--- src/rtl/runahead_spec_clear_queue_pkg.sv ---
// Shared types for the runahead speculative clear queue.
//   clearq_entry_t : one closed speculation window {mispredicted, instruction count}
//   head_state_e   : head-loader states
//   ERR_*          : ErrorSticky bit positions
// The entry count width is fixed here; the top's COUNTERBITWIDTH must match CLEARQ_CNT_W.
package runahead_pkg;

  localparam int unsigned CLEARQ_CNT_W = 6;

  typedef struct packed {
    logic                    mispredicted;
    logic [CLEARQ_CNT_W-1:0] count;
  } clearq_entry_t;

  typedef enum logic [1:0] {
    StEmpty,
    StLoad,
    StActiveOk,
    StActiveFlush
  } head_state_e;

  localparam int unsigned ERR_Q_OVF   = 0;  // window pushed while queue full
  localparam int unsigned ERR_CNT_OVF = 1;  // open counter incremented at all-ones

endpackage

--- src/rtl/runahead_spec_clear_queue_if.sv ---
// Handshake bundle between the clear queue and fetch / branch resolution / runahead issue.
//   slave  : the clear queue (consumes speculation events, drives flush/validate)
//   master : the surrounding pipeline
// Optional macro RUNAHEAD_CLEARQ_STATS_EN adds FlushedWindows / ValidatedWindows.
interface runahead_spec_clear_queue_if #(
  parameter int unsigned COUNTERBITWIDTH = 6
);
  logic                       clk_en;
  logic                       SpecEnqueue;
  logic                       SpecIssue;
  logic                       EndSpeculationPulse;
  logic                       MispredictedPulse;
  logic                       FlushAck;
  logic                       ClearQueueFull;
  logic                       ClearQueueValid;
  logic [COUNTERBITWIDTH-1:0] CurrentSpeculativeDepth;
  logic                       HoldIssue;
  logic                       FlushValid;
  logic [COUNTERBITWIDTH-1:0] FlushCount;
  logic                       ValidatedPulse;
  logic [1:0]                 ErrorSticky;
`ifdef RUNAHEAD_CLEARQ_STATS_EN
  logic [15:0]                FlushedWindows;
  logic [15:0]                ValidatedWindows;

  modport slave (
    input  clk_en, SpecEnqueue, SpecIssue, EndSpeculationPulse, MispredictedPulse, FlushAck,
    output ClearQueueFull, ClearQueueValid, CurrentSpeculativeDepth, HoldIssue, FlushValid,
           FlushCount, ValidatedPulse, ErrorSticky, FlushedWindows, ValidatedWindows
  );
  modport master (
    output clk_en, SpecEnqueue, SpecIssue, EndSpeculationPulse, MispredictedPulse, FlushAck,
    input  ClearQueueFull, ClearQueueValid, CurrentSpeculativeDepth, HoldIssue, FlushValid,
           FlushCount, ValidatedPulse, ErrorSticky, FlushedWindows, ValidatedWindows
  );
`else
  modport slave (
    input  clk_en, SpecEnqueue, SpecIssue, EndSpeculationPulse, MispredictedPulse, FlushAck,
    output ClearQueueFull, ClearQueueValid, CurrentSpeculativeDepth, HoldIssue, FlushValid,
           FlushCount, ValidatedPulse, ErrorSticky
  );
  modport master (
    output clk_en, SpecEnqueue, SpecIssue, EndSpeculationPulse, MispredictedPulse, FlushAck,
    input  ClearQueueFull, ClearQueueValid, CurrentSpeculativeDepth, HoldIssue, FlushValid,
           FlushCount, ValidatedPulse, ErrorSticky
  );
`endif
endinterface

--- src/rtl/runahead_clearq_fifo.sv ---
// Circular buffer of closed speculation windows.
//   push_i/data_i : write one entry at the tail (caller never pushes when full without popping)
//   pop_i         : drop the head entry (caller never pops when empty)
//   head_o        : current head entry, read from registered storage
//   empty_o/full_o/occ_o : registered occupancy status
module runahead_clearq_fifo
  import runahead_pkg::*;
#(
  parameter int unsigned Depth = 8,
  localparam int unsigned OccW = $clog2(Depth + 1)
) (
  input  logic            clk_i,
  input  logic            rst_ni,
  input  logic            push_i,
  input  clearq_entry_t   data_i,
  input  logic            pop_i,
  output clearq_entry_t   head_o,
  output logic            empty_o,
  output logic            full_o,
  output logic [OccW-1:0] occ_o
);

  localparam int unsigned PtrW = (Depth > 1) ? $clog2(Depth) : 1;
  typedef logic [PtrW-1:0] ptr_t;
  localparam ptr_t LastPtr = ptr_t'(Depth - 1);

  clearq_entry_t   mem_q [Depth];
  ptr_t            wr_q, wr_d, rd_q, rd_d;
  logic [OccW-1:0] occ_q, occ_d;
  logic            empty_q, full_q;

  function automatic ptr_t ptr_inc(input ptr_t p);
    return (p == LastPtr) ? '0 : p + 1'b1;
  endfunction

  always_comb begin
    wr_d  = push_i ? ptr_inc(wr_q) : wr_q;
    rd_d  = pop_i ? ptr_inc(rd_q) : rd_q;
    occ_d = occ_q;
    if (push_i && !pop_i) begin
      occ_d = occ_q + 1'b1;
    end else if (!push_i && pop_i) begin
      occ_d = occ_q - 1'b1;
    end
  end

  always_ff @(posedge clk_i or negedge rst_ni) begin
    if (!rst_ni) begin
      wr_q    <= '0;
      rd_q    <= '0;
      occ_q   <= '0;
      empty_q <= 1'b1;
      full_q  <= 1'b0;
    end else begin
      wr_q    <= wr_d;
      rd_q    <= rd_d;
      occ_q   <= occ_d;
      empty_q <= (occ_d == '0);
      full_q  <= (occ_d == OccW'(Depth));
    end
  end

  // Storage needs no reset: occupancy guards every read.
  always_ff @(posedge clk_i) begin
    if (push_i) begin
      mem_q[wr_q] <= data_i;
    end
  end

  assign head_o  = mem_q[rd_q];
  assign empty_o = empty_q;
  assign full_o  = full_q;
  assign occ_o   = occ_q;

endmodule

--- src/rtl/runahead_spec_clear_queue.sv ---
// Runahead speculative clear queue: counts instructions of the open speculation window,
// queues closed windows, then resolves the head window in order (flush from the runahead
// FIFO tail if mispredicted, retire by counting issues if correct).
//   clk, async_rst_n : clock, asynchronous active-low reset
//   bus (slave)      : speculation events in; full/valid/depth/hold/flush/validate/error out
// Optional macro RUNAHEAD_CLEARQ_STATS_EN adds saturating FlushedWindows/ValidatedWindows.
module runahead_spec_clear_queue
  import runahead_pkg::*;
#(
  parameter int unsigned COUNTERBITWIDTH = CLEARQ_CNT_W,
  parameter int unsigned QUEUEDEPTH      = 8
) (
  input logic                        clk,
  input logic                        async_rst_n,
  runahead_spec_clear_queue_if.slave bus
);

  localparam int unsigned OccW = $clog2(QUEUEDEPTH + 1);
  typedef logic [COUNTERBITWIDTH-1:0] cnt_t;
  localparam cnt_t CntMax = '1;

  // Inputs are gated so nothing reaches the FIFO while clk_en is low.
  logic enq, iss, end_p, mis, ack;
  assign enq   = bus.clk_en & bus.SpecEnqueue;
  assign iss   = bus.clk_en & bus.SpecIssue;
  assign end_p = bus.clk_en & bus.EndSpeculationPulse;
  assign mis   = bus.MispredictedPulse;
  assign ack   = bus.clk_en & bus.FlushAck;

  head_state_e   st_q, st_d;
  cnt_t          cnt_q, cnt_d, cnt_adj;
  cnt_t          rem_q, rem_d;
  logic          flush_valid_q, flush_valid_d;
  cnt_t          flush_count_q, flush_count_d;
  logic          validated_q;
  logic [1:0]    err_q, err_d;
  logic          cnt_ovf, q_ovf;
  logic          push, pop, pop_ok, pop_flush;
  clearq_entry_t push_entry, fifo_head;
  logic          fifo_empty, fifo_full;
  logic [OccW-1:0] fifo_occ;

  runahead_clearq_fifo #(
    .Depth (QUEUEDEPTH)
  ) u_fifo (
    .clk_i   (clk),
    .rst_ni  (async_rst_n),
    .push_i  (push),
    .data_i  (push_entry),
    .pop_i   (pop),
    .head_o  (fifo_head),
    .empty_o (fifo_empty),
    .full_o  (fifo_full),
    .occ_o   (fifo_occ)
  );

  // Head pop decision; depends only on head state and inputs, never on push.
  always_comb begin
    pop_ok    = 1'b0;
    pop_flush = 1'b0;
    unique case (st_q)
      StLoad:        pop_ok = iss && !fifo_head.mispredicted && (fifo_head.count == cnt_t'(1));
      StActiveOk:    pop_ok = iss && (rem_q == cnt_t'(1));
      StActiveFlush: pop_flush = ack;
      default:       ;
    endcase
    pop = pop_ok | pop_flush;
  end

  // Open-window counter and window close. Issues belong to the head once the queue is occupied.
  always_comb begin
    cnt_adj = cnt_q;
    cnt_ovf = 1'b0;
    if (enq && !(fifo_empty && iss)) begin
      if (cnt_q == CntMax) cnt_ovf = 1'b1;
      else                 cnt_adj = cnt_q + 1'b1;
    end else if (!enq && fifo_empty && iss) begin
      // Issuing past an empty window is a protocol slip; saturate rather than wrap.
      if (cnt_q != '0) cnt_adj = cnt_q - 1'b1;
    end

    cnt_d                   = cnt_adj;
    push                    = 1'b0;
    q_ovf                   = 1'b0;
    push_entry.mispredicted = mis;
    push_entry.count        = cnt_adj;
    if (end_p) begin
      cnt_d = '0;
      if (cnt_adj != '0) begin
        // A same-cycle pop frees a slot, so push at full with pop is legal.
        if (fifo_full && !pop) q_ovf = 1'b1;
        else                   push  = 1'b1;
      end
    end
  end

  // Head loader. A push into an empty queue is bypassed straight into the head so the
  // head acts one cycle after the push; after a pop the next head takes a LOAD cycle.
  always_comb begin
    st_d  = st_q;
    rem_d = rem_q;
    case (st_q)
      StEmpty: begin
        if (push) begin
          rem_d = push_entry.count;
          st_d  = push_entry.mispredicted ? StActiveFlush : StActiveOk;
        end
      end
      StLoad: begin
        rem_d = fifo_head.count;
        if (fifo_head.mispredicted) begin
          st_d = StActiveFlush;
        end else begin
          st_d = StActiveOk;
          if (iss) rem_d = fifo_head.count - 1'b1;
        end
      end
      StActiveOk: begin
        if (iss) rem_d = rem_q - 1'b1;
      end
      default: ;
    endcase
    if (pop) begin
      rem_d = '0;
      st_d  = ((fifo_occ > OccW'(1)) || push) ? StLoad : StEmpty;
    end

    flush_valid_d            = (st_d == StActiveFlush);
    flush_count_d            = flush_valid_d ? rem_d : '0;
    err_d                    = err_q;
    err_d[ERR_CNT_OVF]       = err_q[ERR_CNT_OVF] | cnt_ovf;
    err_d[ERR_Q_OVF]         = err_q[ERR_Q_OVF] | q_ovf;
  end

  always_ff @(posedge clk or negedge async_rst_n) begin
    if (!async_rst_n) begin
      st_q          <= StEmpty;
      cnt_q         <= '0;
      rem_q         <= '0;
      flush_valid_q <= 1'b0;
      flush_count_q <= '0;
      validated_q   <= 1'b0;
      err_q         <= '0;
    end else if (bus.clk_en) begin
      st_q          <= st_d;
      cnt_q         <= cnt_d;
      rem_q         <= rem_d;
      flush_valid_q <= flush_valid_d;
      flush_count_q <= flush_count_d;
      validated_q   <= pop_ok;
      err_q         <= err_d;
    end
  end

  assign bus.ClearQueueFull          = fifo_full;
  assign bus.ClearQueueValid         = !fifo_empty;
  assign bus.CurrentSpeculativeDepth = cnt_q;
  assign bus.HoldIssue               = (st_q == StActiveFlush) ||
                                       ((st_q == StLoad) && fifo_head.mispredicted);
  assign bus.FlushValid              = flush_valid_q;
  assign bus.FlushCount              = flush_count_q;
  assign bus.ValidatedPulse          = validated_q;
  assign bus.ErrorSticky             = err_q;

`ifdef RUNAHEAD_CLEARQ_STATS_EN
  logic [15:0] flushed_q, flushed_d, validated_cnt_q, validated_cnt_d;

  always_comb begin
    flushed_d       = flushed_q;
    validated_cnt_d = validated_cnt_q;
    if (pop_flush && (flushed_q != 16'hffff))    flushed_d       = flushed_q + 1'b1;
    if (pop_ok && (validated_cnt_q != 16'hffff)) validated_cnt_d = validated_cnt_q + 1'b1;
  end

  always_ff @(posedge clk or negedge async_rst_n) begin
    if (!async_rst_n) begin
      flushed_q       <= '0;
      validated_cnt_q <= '0;
    end else if (bus.clk_en) begin
      flushed_q       <= flushed_d;
      validated_cnt_q <= validated_cnt_d;
    end
  end

  assign bus.FlushedWindows   = flushed_q;
  assign bus.ValidatedWindows = validated_cnt_q;
`endif

endmodule

--- src/flat_wrapper.sv ---
// flat-port wrapper written by rule: the top's interface ports become plain ports
module runahead_spec_clear_queue_flat import runahead_pkg::*;
#(
  parameter int unsigned COUNTERBITWIDTH = CLEARQ_CNT_W,
  parameter int unsigned QUEUEDEPTH      = 8
)
  (clk, async_rst_n, bus_clk_en, bus_SpecEnqueue, bus_SpecIssue, bus_EndSpeculationPulse, bus_MispredictedPulse, bus_FlushAck, bus_ClearQueueFull, bus_ClearQueueValid, bus_CurrentSpeculativeDepth, bus_HoldIssue, bus_FlushValid, bus_FlushCount, bus_ValidatedPulse, bus_ErrorSticky);
  runahead_spec_clear_queue_if #(.COUNTERBITWIDTH(COUNTERBITWIDTH)) bus_i ();
  input logic clk;
  input logic async_rst_n;
  input wire logic [$bits(bus_i.clk_en)-1:0] bus_clk_en;
  input wire logic [$bits(bus_i.SpecEnqueue)-1:0] bus_SpecEnqueue;
  input wire logic [$bits(bus_i.SpecIssue)-1:0] bus_SpecIssue;
  input wire logic [$bits(bus_i.EndSpeculationPulse)-1:0] bus_EndSpeculationPulse;
  input wire logic [$bits(bus_i.MispredictedPulse)-1:0] bus_MispredictedPulse;
  input wire logic [$bits(bus_i.FlushAck)-1:0] bus_FlushAck;
  output wire logic [$bits(bus_i.ClearQueueFull)-1:0] bus_ClearQueueFull;
  output wire logic [$bits(bus_i.ClearQueueValid)-1:0] bus_ClearQueueValid;
  output wire logic [$bits(bus_i.CurrentSpeculativeDepth)-1:0] bus_CurrentSpeculativeDepth;
  output wire logic [$bits(bus_i.HoldIssue)-1:0] bus_HoldIssue;
  output wire logic [$bits(bus_i.FlushValid)-1:0] bus_FlushValid;
  output wire logic [$bits(bus_i.FlushCount)-1:0] bus_FlushCount;
  output wire logic [$bits(bus_i.ValidatedPulse)-1:0] bus_ValidatedPulse;
  output wire logic [$bits(bus_i.ErrorSticky)-1:0] bus_ErrorSticky;
  assign bus_i.clk_en = bus_clk_en;
  assign bus_i.SpecEnqueue = bus_SpecEnqueue;
  assign bus_i.SpecIssue = bus_SpecIssue;
  assign bus_i.EndSpeculationPulse = bus_EndSpeculationPulse;
  assign bus_i.MispredictedPulse = bus_MispredictedPulse;
  assign bus_i.FlushAck = bus_FlushAck;
  assign bus_ClearQueueFull = bus_i.ClearQueueFull;
  assign bus_ClearQueueValid = bus_i.ClearQueueValid;
  assign bus_CurrentSpeculativeDepth = bus_i.CurrentSpeculativeDepth;
  assign bus_HoldIssue = bus_i.HoldIssue;
  assign bus_FlushValid = bus_i.FlushValid;
  assign bus_FlushCount = bus_i.FlushCount;
  assign bus_ValidatedPulse = bus_i.ValidatedPulse;
  assign bus_ErrorSticky = bus_i.ErrorSticky;
  runahead_spec_clear_queue #(.COUNTERBITWIDTH(COUNTERBITWIDTH), .QUEUEDEPTH(QUEUEDEPTH)) u_core (.clk(clk), .async_rst_n(async_rst_n), .bus(bus_i));
endmodule
--- config.mk ---
export PLATFORM = sky130hd
export DESIGN_NAME = runahead_spec_clear_queue_flat
export DESIGN_NICKNAME = d
export VERILOG_FILES = /design/src/rtl/runahead_spec_clear_queue_pkg.sv /design/src/rtl/runahead_spec_clear_queue_if.sv /design/src/rtl/runahead_clearq_fifo.sv /design/src/rtl/runahead_spec_clear_queue.sv /design/src/flat_wrapper.sv
export SDC_FILE = /design/constraint.sdc
export NUM_CORES = 1
export LEC_CHECK = 0
export ABC_AREA = 1
export BUFFER_PORTS_ARGS = -buffer_cell sky130_fd_sc_hd__buf_2
export CAP_MARGIN = 0
export CORE_UTILIZATION = 45
export CTS_CLUSTER_SIZE = 10
export DETAILED_ROUTE_END_ITERATION = 8
export GPL_ROUTABILITY_DRIVEN = 1
export PLACE_DENSITY = 0.64
export SYNTH_ARGS = -nofsm -noshare
export SYNTH_HDL_FRONTEND = slang
export SYNTH_SLANG_ARGS = --single-unit
--- constraint.sdc ---
create_clock -name clk -period 4.7 [get_ports clk]
set_input_delay 0.94 -clock clk [delete_from_list [all_inputs] [get_ports clk]]
set_output_delay 0.94 -clock clk [all_outputs]
set_load 0.1 [all_outputs]
=== Word level (Yosys, flattened, before mapping) ===
Memory sizes are Yosys's and may differ from the RTL's.
Index checks and enable logic that the tools add are counted.
W data, S select, Z words.

* Flip-flop bits (word level): 36
* RAM bits: 56
* Input port bits: 8
* Word-level logic and storage cells: 96
* Memories: 1

* Add/sub/neg operators: 8
* $lt $le $gt $ge: 1
* Equality and inequality tests: 10
* Muxes and demuxes: 34
* Bitwise gates (word level): 7
* Reduce and logical (&&, ||, !) cells: 23

{| class="wikitable"
|+ Memory list
! name !! words !! width !! rd ports !! clocked after Yosys merged registers in !! write ports !! RTL line !! RTL
|-
| u_core.u_fifo.mem_q || 8 || 7 || 1 || 0 || 1 || runahead_clearq_fifo.sv:27 || <nowiki>clearq_entry_t mem_q [Depth];</nowiki>
|}

{| class="wikitable"
|+ Operators with widths
! cell !! count
|-
| $mux W6 || 11
|-
| $pmux W6 S3 || 1
|-
| $sub A6 B1 Y6 const B || 3
|-
| $mux W1 || 14
|-
| $eq A6 B1 Y1 const B || 2
|-
| $reduce_bool A6 Y1 || 2
|-
| $logic_and A1 B1 Y1 || 11
|-
| $mux W4 || 2
|-
| $add A3 B1 Y3 const B || 2
|-
| $add A6 B1 Y6 const B || 1
|-
| $eq A2 B2 Y1 const B || 3
|-
| $eq A3 B3 Y1 const B || 2
|-
| $eq A6 B6 Y1 const B || 1
|-
| $logic_not A1 Y1 || 6
|-
| $mux W3 || 2
|-
| $add A4 B1 Y4 const B || 1
|-
| $and A1 B1 Y1 || 4
|-
| $eq A4 B4 Y1 const B || 1
|-
| $gt A4 B1 Y1 const B || 1
|-
| $logic_not A4 Y1 || 1
|-
| $mux W2 || 2
|-
| $pmux W2 S2 || 1
|-
| $sub A4 B1 Y4 const B || 1
|-
| $or A1 B1 Y1 || 3
|-
| other kinds (4) || 5
|}

=== Longest topological paths before layout ===
Gate-level depths: netlist of the first run.
An unclocked memory read counts as a cell.

* Depth after elaboration: 16
* Gate-level depth with buffers: 25

=== Hierarchy ===
A second synthesis of the first run with hierarchy kept.

* Cell total of the unflattened synthesis: 552
* Area, all modules: 4928.5 um^2

{| class="wikitable"
|+ By module, submodules not included
! module !! times used !! cells an instance !! area each (um^2) !! seq. area each (um^2)
|-
| runahead_clearq_fifo || 1 || 255 || 2896.5 || 1983.2
|-
| runahead_spec_clear_queue || 1 || 297 || 2031.9 || 600.6
|}

=== Worst setup path after synthesis of the first run ===
No wires, ideal clock.

* Path kind: flip-flop to flip-flop
* Start: reg u_core.cnt_q[0], in the netlist u_core.bus.CurrentSpeculativeDepth[0]
* End: mem u_core.u_fifo.mem_q[0][0] (netlist bit), enable pin
* Setup time: 0.360 ns
* Arrival: 3.188 ns
* Required time: 4.340 ns
* Setup slack: 1.152 ns
* Stages on the path, launching flop included: 18
* Path buffers: 1
* Cells stage by stage: dfrtp_1 ha_1 nand2_1 inv_2 nand3_1 clkinv_1 nand2_2 nand2_1 nand2_1 nand2_2 nor2_1 nand2_1 nor2_2 nor2_4 nand2_2 buf_6 or2_2 nor2_1

* Cells in the longest elaborated chain, start to end: 9

{| class="wikitable"
|+ RTL lines
! element !! RTL line !! RTL
|-
| start, declared || runahead_spec_clear_queue.sv:31 || <nowiki>cnt_t cnt_q, cnt_d, cnt_adj;</nowiki>
|-
| start signal, assigned || runahead_spec_clear_queue.sv:146 || <nowiki>cnt_q <= cnt_d;</nowiki>
|-
| $sub A6 B1 Y6 or $reduce_bool A6 Y1 (tied branches) || runahead_spec_clear_queue.sv:79 || <nowiki>if (cnt_q != '0) cnt_adj = cnt_q - 1'b1;</nowiki>
|-
| $mux W6 || runahead_spec_clear_queue.sv:79 ||
|-
| $mux W6 || runahead_spec_clear_queue.sv:77 || <nowiki>end else if (!enq && fifo_empty && iss) begin</nowiki>
|-
| $mux W6 (*) || runahead_spec_clear_queue.sv:74 || <nowiki>if (enq && !(fifo_empty && iss)) begin</nowiki>
|-
| named net u_core.cnt_adj[0] || runahead_spec_clear_queue.sv:31 ||
|-
| $reduce_bool A6 Y1 (*) || runahead_spec_clear_queue.sv:89 || <nowiki>if (cnt_adj != '0) begin</nowiki>
|-
| $mux W1 (*) || runahead_spec_clear_queue.sv:89 ||
|-
| $mux W1 (*) || runahead_spec_clear_queue.sv:87 || <nowiki>if (end_p) begin</nowiki>
|-
| $mux W1 (*) || runahead_clearq_fifo.sv:65 || <nowiki>if (push_i) begin</nowiki>
|-
| $mux W1 (not written as such) (*) || runahead_clearq_fifo.sv:66 || <nowiki>mem_q[wr_q] <= data_i;</nowiki>
|-
| end, declared || runahead_clearq_fifo.sv:27 ||
|}

The timed path passes the listed nets; every way through them passes the cells marked *.

=== Worst setup path after layout of the first run ===
* Start: reg u_core.u_fifo.rd_q[0]
* End: mem u_core.u_fifo.mem_q[5][5] (netlist bit), enable pin

* Cells in the longest elaborated chain, start to end: 13

{| class="wikitable"
|+ RTL lines
! element !! RTL line !! RTL
|-
| start, declared || runahead_clearq_fifo.sv:28 || <nowiki>ptr_t wr_q, wr_d, rd_q, rd_d;</nowiki>
|-
| start signal, assigned || runahead_clearq_fifo.sv:56 || <nowiki>rd_q <= rd_d;</nowiki>
|-
| $mem_v2 Z8 W7 (*) || - ||
|-
| branches (longest 2 deep; another with $eq A6 B1 Y1) || - ||
|-
| $logic_and A1 B1 Y1 (*) || runahead_spec_clear_queue.sv:62 || <nowiki>StLoad: pop_ok = iss && !fifo_head.mispredicted && (fifo_head.count == cnt_t'(1));</nowiki>
|-
| $pmux W1 S2 (*) || runahead_spec_clear_queue.sv:61 || <nowiki>unique case (st_q)</nowiki>
|-
| $or A1 B1 Y1 (*) || runahead_spec_clear_queue.sv:67 || <nowiki>pop = pop_ok | pop_flush;</nowiki>
|-
| $logic_not A1 Y1 (*) || runahead_spec_clear_queue.sv:91 || <nowiki>if (fifo_full && !pop) q_ovf = 1'b1;</nowiki>
|-
| $logic_and A1 B1 Y1 (*) || runahead_spec_clear_queue.sv:91 ||
|-
| $mux W1 (*) || runahead_spec_clear_queue.sv:91 ||
|-
| $mux W1 (*) || runahead_spec_clear_queue.sv:89 ||
|-
| $mux W1 (*) || runahead_spec_clear_queue.sv:87 ||
|-
| $mux W1 (*) || runahead_clearq_fifo.sv:65 ||
|-
| $mux W1 (not written as such) (*) || runahead_clearq_fifo.sv:66 ||
|}

Every way passes the cells marked *.

==> flow_summary_export.csv, run 1 <==
group,metric,value,unit
status,status,"completed",
critical_path,worstPathMaxFanout,31,
critical_path,crit_slowest_cell,"nor2_1",
synthesis,synthTopCellsByArea,"edfxtp_1 (33%), dfrtp_1 (17%), nand2_1 (11%)",
finish,multi_input_area,0.002047,mm²
synthesis,avgSynthCellArea,8.535,µm²
global_routing,grt_pass1_wl,19260,µm
floorplanning,num_rows,38,
synthesis,yosysWarnings,0,
global_routing,grt_max_degree,37,
sta,fmax,272.7,MHz
floorplanning,dieWidth,108.1,µm
synthesis,synthesis.area,0.005070,mm²
sta,finalClockSkew,0.01117,ns
cts,post_cts_buffers,0,
detailed_routing,drtIter0Drc,282,
cts,path_clk_slew,0.10,ns
worst_hold_path,hold_path_depth,2,
cts,clock_latency,0.37,ns
critical_path,critPathCaptureType,"register",
run,max_cap_viol_count,0,
detailed_routing,wl,11560,µm
cts,cts_root_buf,"clkbuf_8",
power,p_leak,0.002561,µW
global_routing,antenna_found_initial,0,
detailed_routing,vias,3958,
sta,period_share,0.7804,
worst_hold_path,hold_start,"u_core.bus.ErrorSticky[1]",
global_routing,grt.total_usage,0.2201,
finish,final_nets,647,
floorplanning,core,0.01089,mm²
sta,tightest_slew,0.8566,ns
place,place_congestion,0.9404,
finish,ff_latch_area,0.002584,mm²
critical_path,crit_path_frequent_cell,"nand2_1",
floorplanning,ios,27,
place,dp_hpwl,8326,µm
critical_path,cpPeakStageDelay,0.63,ns
critical_path,r2r-end,"u_core.u_fifo.mem_q[5][5]",
detailed_routing,routedWlPerCell,15.09,µm
detailed_routing,vias_per_cell,5.167,
sta,hold_slack,0.4721,ns
cts,cts_hold_buf,0,
cts,cts_buffers,9,
power,max-vdd-ir-drop,454.3,µV
place,io_buffers,26,
global_routing,grt_overflow,0,
sta,setup_violations,0,
critical_path,arrival,3.67,ns
detailed_routing,first_pass_iters,7,
finish,nFillCells,1006,
critical_path,critPathLaunchType,"register",
finish,area_delta_synth_final,8.292,%
critical_path,rrSetupSlack,1.03,ns
synthesis,synth.net_count,620,
synthesis,synth_top_cell_area_share,0.3317,
worst_hold_path,min_to,"u_core.bus.ErrorSticky[1]",
critical_path,critPathKind,"reg2reg",
cts,cts_sinks,92,
sta,finalSetupTns,0,ns
sta,maxSlewViolCount,0,
detailed_routing,drc_errors,0,
critical_path,startpoint,"u_core.u_fifo.rd_q[0]",
cts,cts_tree,"built",
floorplanning,die_h,108.1,µm
sta,period_minus_slack,3.668,ns
finish,diodes,0,
critical_path,worstPathRequired,4.70,ns
floorplanning,design.die.area,0.01170,mm²
critical_path,r2r_cells,19,
cts,cts_buffer_depth,2,
synthesis,ys_seq_area_frac,0.5096,
cts,cts.htree.levels,3,
critical_path,r2r_start,"u_core.u_fifo.rd_q[0]",
synthesis,yosysTopAreaCell,"edfxtp_1",
finish,layout-drive-gt1-share,0.1294,
worst_hold_path,hold_class,"reg2reg",
sta,rsz0062_at_grt,"no",
synthesis,syn_inst,594,
global_routing,grt_pass1_vias,3879,
sta,hold_viol,0,
finish,most-common-layout-cells,"nand2_1 (150), inv_1 (77), nand3_1 (60)",
detailed_routing,drtAntennaViolNets,0,
finish,final_common_cell,"nand2_1",
power,powerDensity,581.9,mW/mm²
floorplanning,initial_core_util,0.4656,
sta,relSlewSlack,0.4290,
cts,postCtsResizedCells,0,
synthesis,ys_seq_elements,92,
critical_path,path_cells,"buf_4 -> nor2_1 -> nor2_1 -> o21ai_1 -> o21ai_0 -> o21ai_1 -> ha_1 -> nand2_1 -> inv_1 -> nand2_1 -> nor2_1 -> nand2_1 -> nand2_1 -> nand2_2 -> nand3_2 -> nand2_2 -> inv_4 -> nand2_1 -> nor2_1",
synthesis,synthDistinctLibCells,38,
layout make-up:
class	count	area share
clock buffers	9	0.02256
multi-input cells	397	0.3728
flip-flops and latches	92	0.4706
clock inverters	7	0.01048
well taps	140	0.03191
inverters	92	0.06381
repair buffers	29	0.02780
metrics by stage:
stage / instance area (µm²) / cells / setup slack [ns] / utilization / total power [µW]
floorplan: 5070 / 594 / 1.152 / - / 2359
global placement: 5309 / 750 / 1.002 / 0.4876 / 2688
detailed placement: 5309 / 750 / 0.9058 / 0.4876 / 2707
CTS: 5490 / 766 / 1.008 / 0.5043 / 3209
global route: 5490 / 766 / 0.6422 / 0.5043 / 3448
finish: 5490 / 766 / 1.032 / 0.5043 / 3195
worst max-delay path, delay by kind of cell (launching register included):
kind	cells	cell delay [ns]
and+or+nand+nor	12	1.70
AOI/OAI and AO/OA	3	0.55
buffers and inverters	3	0.41
DFF	1	0.39
adders and majority gates	1	0.20
routing by layer:
| metal | vias up | share of wire | global-route usage |
|---|---|---|---|
| li1 | 1992 | - | - |
| met1 | 1840 | 0.46 | 0.2843 |
| met2 | 102 | 0.47 | 0.3567 |
| met3 | 24 | 0.042 | 0.04099 |
| met4 | 0 | 0.029 | 0.1047 |
| met5 | - | 0 | 0 |
Yosys cell counts (all sizes together):
master,count
nand2,159
inv,89
nand3,62
nor2,60
edfxtp,56
o21ai,40
dfrtp,35
a21oi,18
ha,18
buf,11
nand4,11
o21bai,7
o211ai,5
xor2,5
nor3,4
clkinv,3
a31oi,2
clkbuf,2
xnor2,2
a221oi,1
dfstp,1
o2111ai,1
o21a,1
or2,1
worst max path at each step:
stage / end / slack [ns] / depth (start not counted)
after floorplan: u_core.u_fifo.mem_q[0][0] / 1.15 / 17
after CTS: u_core.u_fifo.mem_q[5][5] / 1.01 / 19
after global placement: u_core.u_fifo.mem_q[6][4] / 1.00 / 14
after detailed placement: u_core.u_fifo.mem_q[5][4] / 0.91 / 15
after global routing: u_core.u_fifo.mem_q[5][5] / 0.64 / 19
final: u_core.u_fifo.mem_q[5][5] / 1.03 / 19
power by group:
part           internal (µW)  switching (µW)
logic                    415            1140
registers               1020             119
clock network            200             300
registers in the layout (all words and copies together), names as in the netlist:
| signal | count |
|---|---|
| u_core.rem_q | 6 |
| u_core.u_fifo.wr_q | 3 |
| u_core.bus.CurrentSpeculativeDepth | 6 |
| u_core.u_fifo.empty_o | 1 |
| u_core.u_fifo.occ_o | 4 |
| u_core.bus.ErrorSticky | 2 |
| u_core.u_fifo.full_o | 1 |
| u_core.bus.ValidatedPulse | 1 |
| u_core.bus.FlushValid | 1 |
| u_core.st_q | 2 |
| u_core.bus.FlushCount | 6 |
| u_core.u_fifo.mem_q | 56 |
| u_core.u_fifo.rd_q | 3 |
cells by family (layout without fill, tap and decap cells):
logic type | after synthesis | after routing | share of synthesized area
AND/OR/NAND/NOR | 297 | 297 | 0.2584
buffers and inverters | 105 | 137 | 0.08662
flip-flops | 92 | 92 | 0.5096
AO/OA/AOI/OAI | 75 | 75 | 0.08737
adder cells (fa/ha/maj) | 18 | 18 | 0.04442
XOR/XNOR | 7 | 7 | 0.01357
(Power assumes the default switching activity.)
==> run 2, diff against run 1 <==
ABC_AREA = 0   (was 1)
PLACE_DENSITY = 0.66   (was 0.64)
clock period = 3.2 ns   (was 4.7 ns; I/O delays follow)
==> run 2 against run 1 <==
- synthesized cell count decreased by 26%
- setup slack lost 1.0 ns
- via count up 1.1%
- largest power group unchanged
- die area decreased by 0.18%
- non-clock buffer count grew 80
- total power increased by 73%
- final cell count fell by 10%
- register-to-register slack worse by 1.0 ns
- clock power increased by 57%
- sequential cell count did not move
- first-iteration DRC count decreased by 24%
- global-route usage increased by 2.5 points
==> flow_summary_export.csv, run 2 <==
group,metric,value,unit
power,p_leak,0.002574,µW
detailed_routing,drc_errors,0,
floorplanning,dieWidth,108.1,µm
floorplanning,core,0.01089,mm²
synthesis,synth-edff-count,56,
cts,clock_latency,0.39,ns
cts,cts_root_buf,"clkbuf_8",
global_routing,grt_pass1_wl,21140,µm
finish,nFillCells,876,
synthesis,ys.flop_type,"edfxtp_1",
cts,path_clk_slew,0.10,ns
sta,setup_violations,0,
finish,final_nets,567,
synthesis,yosys.area_share.simple,0.1357,
floorplanning,design.die.area,0.01167,mm²
sta,finalClockSkew,0.01255,ns
finish,regMostFlops,"u_core.u_fifo.mem_q",
finish,final_common_cell,"buf_4",
finish,stdcell_area,0.006467,mm²
sta,period_minus_slack,3.179,ns
global_routing,grt_max_degree,37,
floorplanning,die_h,108.1,µm
sta,relSlewSlack,0.4165,
synthesis,synth_mux_area_frac,0.07763,
cts,cts_tree,"built",
critical_path,path_cells,"buf_4 -> buf_6 -> mux4_2 -> mux2i_1 -> buf_4 -> o211ai_2 -> o31a_1 -> a21oi_4 -> nand4_1 -> a311o_1 -> o32ai_2",
synthesis,synth.net_count,466,
finish,multi_input_area,0.002540,mm²
synthesis,synth_top_family_by_area,"compound AO/OA/AOI/OAI gates",
worst_hold_path,hold_class,"in2async",
synthesis,yosysWarnings,0,
floorplanning,initial_core_util,0.4648,
detailed_routing,first_pass_iters,5,
power,powerDensity,855.4,mW/mm²
floorplanning,num_rows,38,
place,place_area,0.006061,mm²
synthesis,synth_xor_area_frac,0.01731,
synthesis,synthTopCellsByArea,"edfxtp_1 (33%), dfrtp_1 (17%), ha_1 (4.4%)",
global_routing,antenna_found_initial,0,
synthesis,ys_top_cells_by_count,"edfxtp_1 (56), nand2_1 (36), dfrtp_1 (35), inv_1 (29), mux2i_1 (19)",
synthesis,synthDistinctLibCells,68,
place,io_buffers,26,
critical_path,path_delay_family,"compound AO/OA/AOI/OAI gates",
sta,maxSlewViolCount,0,
synthesis,syn_inst,440,
sta,fmax,314.5,MHz
sta,period_share,0.9936,
run,max_cap_viol_count,0,
critical_path,critPathLaunchType,"register",
power,max-vdd-ir-drop,574.9,µV
critical_path,crit_path_frequent_cell,"buf_4",
global_routing,grt_pass1_vias,3946,
cts,cts_buffer_depth,2,
finish,diodes,0,
critical_path,cpPeakStageDelay,0.49,ns
detailed_routing,drtIter0Drc,214,
critical_path,worstPathRequired,3.50,ns
cts,cts_buffers,9,
finish,ff_latch_area,0.002594,mm²
synthesis,synth_most_common_cell,"edfxtp_1",
synthesis,synthesis.area,0.005061,mm²
sta,rsz0062_at_grt,"yes",
finish,final_core_util,0.5940,
finish,most-common-layout-cells,"buf_4 (72), edfxtp_1 (56), nand2_1 (33)",
synthesis,yosysTopAreaCell,"edfxtp_1",
global_routing,grt.total_usage,0.2447,
power,power.total,5532,µW
detailed_routing,drtAntennaViolNets,0,
synthesis,ys_async_sr_fraction,0.3913,
synthesis,yosys.area_share.adder,0.04450,
synthesis,synth_compound_area_frac,0.1735,
sta,hold_viol,0,
cts,cts_sinks,92,
critical_path,crit_slowest_cell,"mux4_2",
finish,area_delta_synth_final,27.79,%
finish,largest_reg_flops,56,
synthesis,synth_top_cell_area_share,0.3323,
critical_path,worstPathMaxFanout,6,
critical_path,critPathCaptureType,"register",
detailed_routing,vias,4000,
cts,cts_hold_buf,0,
sta,tightest_slew,0.8753,ns
cts,cts.htree.levels,3,
global_routing,grt_overflow,0,
floorplanning,ios,27,
critical_path,critPathKind,"reg2reg",
place,place_congestion,0.8907,
synthesis,avgSynthCellArea,11.50,µm²
sta,hold_slack,0.3605,ns
synthesis,ys_seq_elements,92,
critical_path,cp_num_buf_inv,3,
place,dp_hpwl,9580,µm
detailed_routing,routedWlPerCell,19.16,µm
critical_path,arrival,3.48,ns
detailed_routing,wl,13150,µm
finish,layout-drive-gt1-share,0.3590,
detailed_routing,vias_per_cell,5.831,
status,status,"completed",
synthesis,ys_seq_area_frac,0.5105,
==> run 2: changes by cell type in the layout (fill, tap and decap cells not counted), sizes merged, moves of 13 or more <==
cell,delta
inv,-58
nand2,-123
nor2,-42
nor3,+13
o21ai,-24
nand3,-49
mux2i,+19
nor4,+14
buf,+80
==> run 2: cell families (layout without fill, tap and decap cells) <==
group	Yosys count	in the layout
fa+ha+maj	18	18
mux	31	31
compound gates	109	109
simple gates	131	131
flops	92	92
buf+inv	49	155
xor+xnor	10	10
==> run 2: final timing paths <==
| kind | from | to | slack, ns | cells past startpoint |
|---|---|---|---|---|
| worst min register to register | u_core.bus.ErrorSticky[1] | u_core.bus.ErrorSticky[1] | 0.49 | 1 |
| worst max register to register | u_core.u_fifo.rd_q[1] | u_core.bus.FlushCount[5] | 0.02 | 11 |
| min in group clk | u_core.bus.ErrorSticky[1] | u_core.bus.ErrorSticky[1] | 0.49 | 1 |
| max in group asynchronous | async_rst_n | u_core.u_fifo.rd_q[1] | 2.22 | 1 |
| worst min-delay path | async_rst_n | u_core.bus.ErrorSticky[1] | 0.36 | 1 |
| worst max-delay path | u_core.u_fifo.rd_q[1] | u_core.bus.FlushCount[5] | 0.02 | 11 |
==> run 2: worst reg2reg max path: cells and delay by family (launching register included) <==
kind	cells	cell delay, ns
flops	1	0.45
buf+inv	3	0.43
mux	2	0.65
simple gates	1	0.19
compound gates	5	1.41
==> run 2: layer usage <==
layer  GRT usage  wire [µm]  up-vias  part of all wire
met5           0          0        -                 0
met2      0.3844       6142      127              0.47
li1            -          -     1908                 -
met3     0.05244        692       29             0.053
met1      0.3271       5959     1936              0.45
met4      0.1037        352        0             0.027
==> run 2: repair_timing <==
item / 4_1_cts / 5_1_grt
gates resized for setup: 4 / 30
endpoints found under the setup margin: 36 / 72
pin swaps: 0 / 8
setup buffers: 0 / 7
==> run 2: report_power, final <==
| part | switching, µW | total [µW] | internal, µW | leakage [µW] |
|---|---|---|---|---|
| sequential | 290 | 1740 | 1450 | 0.000980 |
| clock | 483 | 783 | 300 | 0.0000900 |
| combinational | 1760 | 3010 | 1240 | 0.00150 |
| total | 2540 | 5530 | 2990 | 0.00257 |
==> run 2: cell type report <==
class,instances,share of cell area
repair buffers,109,0.1319
flip-flops and latches,92,0.4010
multi-input cells,299,0.3927
clock inverters,7,0.01025
well taps,140,0.02708
inverters,30,0.01780
clock buffers,9,0.01915
==> run 2: per-stage QoR <==
| step | cells | worst slack, ns | TNS, ns |
|---|---|---|---|
| 2_1_floorplan | 440 | -0.07449 | -1.065 |
| 3_3_place_gp | 663 | -0.05778 | -0.1575 |
| 3_5_place_dp | 663 | -0.1532 | -2.153 |
| 4_1_cts | 679 | 0.01414 | 0 |
| 5_1_grt | 686 | -0.1294 | -1.516 |
| 6_report | 686 | 0.02058 | 0 |
==> run 3, diff against run 2 <==
GPL_TIMING_DRIVEN = 1   (was unset)
PLACE_DENSITY = 0.64   (was 0.66)
clock period = 3.4 ns   (was 3.2 ns; I/O delays follow)
==> run 3 against run 2 <==
- sequential cell count unchanged
- clock skew up 0.0051 ns
- sequential power is 7% lower
- first-iteration DRC count grew 13%
- hold slack improved by 0.029 ns
- clock-buffer cell count increased by 1
- final area shrank 3.8%
- largest power group unchanged
==> flow_summary_export.csv, run 3 (synthesis gave the netlist of run 2 again) <==
group,metric,value,unit
status,status,"completed",
critical_path,r2r-end,"u_core.bus.FlushCount[4]",
global_routing,grt_overflow,0,
run,max_cap_viol_count,0,
finish,area_delta_synth_final,22.89,%
power,max-vdd-ir-drop,703.6,µV
sta,setup_violations,0,
critical_path,rrSetupSlack,0.09,ns
place,place_congestion,0.8789,
floorplanning,core,0.01089,mm²
detailed_routing,vias_per_cell,5.872,
critical_path,startpoint,"u_core.u_fifo.rd_q[0]",
detailed_routing,drc_errors,0,
critical_path,critPathKind,"reg2reg",
detailed_routing,wl,13450,µm
finish,most-common-layout-cells,"buf_4 (66), edfxtp_1 (56), nand2_1 (35)",
worst_hold_path,hold_class,"in2async",
critical_path,r2r_cells,11,
detailed_routing,vias,3958,
floorplanning,die_h,108.1,µm
floorplanning,dieWidth,108.1,µm
sta,fmax,301.7,MHz
place,post-place-ws,-0.005598,ns
floorplanning,ios,27,
critical_path,critPathCaptureType,"register",
cts,cts_buffer_depth,2,
critical_path,cpPeakStageDelay,0.50,ns
critical_path,crit_slowest_cell,"mux4_2",
detailed_routing,top_layer,"met4",
global_routing,grt_pass1_wl,20840,µm
sta,period_minus_slack,3.315,ns
sta,maxSlewViolCount,0,
critical_path,cp_num_buf_inv,3,
global_routing,grt_max_degree,37,
detailed_routing,dr_wl_met2,6420,µm
critical_path,worstPathRequired,3.73,ns
finish,largest_reg_flops,56,
sta,hold_slack,0.3900,ns
finish,nFillCells,916,
finish,final_core_util,0.5712,
global_routing,antenna_found_initial,0,
detailed_routing,met3WireLength,594,µm
cts,cts_root_buf,"clkbuf_8",
finish,layout-drive-gt1-share,0.3052,
finish,diodes,0,
global_routing,grt_pass1_vias,3854,
cts,clock_latency,0.39,ns
critical_path,path_cells,"buf_4 -> mux4_2 -> mux2i_1 -> nand2_1 -> buf_4 -> o31a_1 -> a21oi_4 -> nand4_1 -> buf_4 -> a311oi_4 -> a32o_1",
cts,cts_sinks,92,
detailed_routing,first_pass_iters,7,
cts,cts_buffers,9,
floorplanning,num_rows,38,
floorplanning,design.die.area,0.01167,mm²
detailed_routing,drtIter0Drc,242,
critical_path,crit_path_frequent_cell,"buf_4",
floorplanning,initial_core_util,0.4648,
finish,final_nets,555,
place,io_buffers,26,
critical_path,path_delay_family,"compound AO/OA/AOI/OAI gates",
global_routing,grt.total_usage,0.2438,
critical_path,r2r_start,"u_core.u_fifo.rd_q[0]",
sta,tightest_slew,0.8667,ns
detailed_routing,wl_met1,5972,µm
power,powerDensity,817.6,mW/mm²
sta,relSlewSlack,0.4222,
cts,cts_tree,"built",
sta,period_share,0.9750,
critical_path,critPathLaunchType,"register",
cts,cts.htree.levels,3,
sta,hold_viol,0,
place,dp_hpwl,9623,µm
detailed_routing,routedWlPerCell,19.95,µm
cts,path_clk_slew,0.10,ns
detailed_routing,drtAntennaViolNets,0,
sta,finalClockSkew,0.01769,ns
power,power.total,5085,µW
finish,final_common_cell,"buf_4",
critical_path,endpoint,"u_core.bus.FlushCount[4]",
finish,regMostFlops,"u_core.u_fifo.mem_q",
sta,layout_setup_ws,0.08507,ns
critical_path,cp.depth,11,
critical_path,arrival,3.64,ns
critical_path,worstPathMaxFanout,5,
power,p_leak,0.002481,µW
-- run 3: cell count changes in the layout (fill, tap and decap cells not counted), moves of 4 or more --
cell and change:
buf_6 -5, dfrtp_2 -4, dfrtp_1 +4, buf_4 -6
-- run 3: how the worst min path moves through the flow --
stage                                         start                               endpoint  slack [ns]  depth (start not counted)
after floorplan                         async_rst_n  u_core.bus.CurrentSpeculativeDepth[0]        0.38                          0
after global placement    u_core.bus.ErrorSticky[1]              u_core.bus.ErrorSticky[1]        0.44                          1
after global routing                    async_rst_n  u_core.bus.CurrentSpeculativeDepth[4]        0.46                          1
after CTS                               async_rst_n              u_core.bus.ErrorSticky[1]        0.41                          1
after detailed placement  u_core.bus.ErrorSticky[1]              u_core.bus.ErrorSticky[1]        0.45                          1
final                                   async_rst_n              u_core.bus.ErrorSticky[1]        0.39                          1
-- run 3: routing by layer --
| layer | global-route usage | vias up |
|---|---|---|
| met1 | 0.3166 | 1920 |
| met3 | 0.04159 | 31 |
| met4 | 0.1301 | 0 |
| met5 | 0 | - |
| met2 | 0.3894 | 121 |
| li1 | - | 1886 |
-- run 3: stage by stage --
stage          area [µm²]  cells   TNS (ns)
2_1_floorplan        5154    440   -0.08944
6_report             6220    674          0
3_5_place_dp         5854    650  -0.005598
5_1_grt              6220    674    -0.2439
3_3_place_gp         5854    650          0
4_1_cts              6060    666          0
-- run 3: layout make-up --
class	count	area [µm²]	share of cell area
clock buffers	10	127.6	0.02052
repair buffers	97	711.9	0.1145
well taps	140	175.2	0.02816
clock inverters	6	71.32	0.01147
multi-input cells	299	2430	0.3907
inverters	30	115.1	0.01851
flip-flops and latches	92	2589	0.4162
-- run 3: repair_timing --
action	in CTS	in global routing
pin swaps	0	5
resized for setup	1	17
endpoints found under the hold margin	0	0
hold buffers	0	0
setup buffers	0	8
endpoints found under the setup margin	2	63
-- run 3: power by group --
part / internal, µW / switching, µW
sequential: 1370 / 242
combinational: 1080 / 1630
clock: 346 / 421
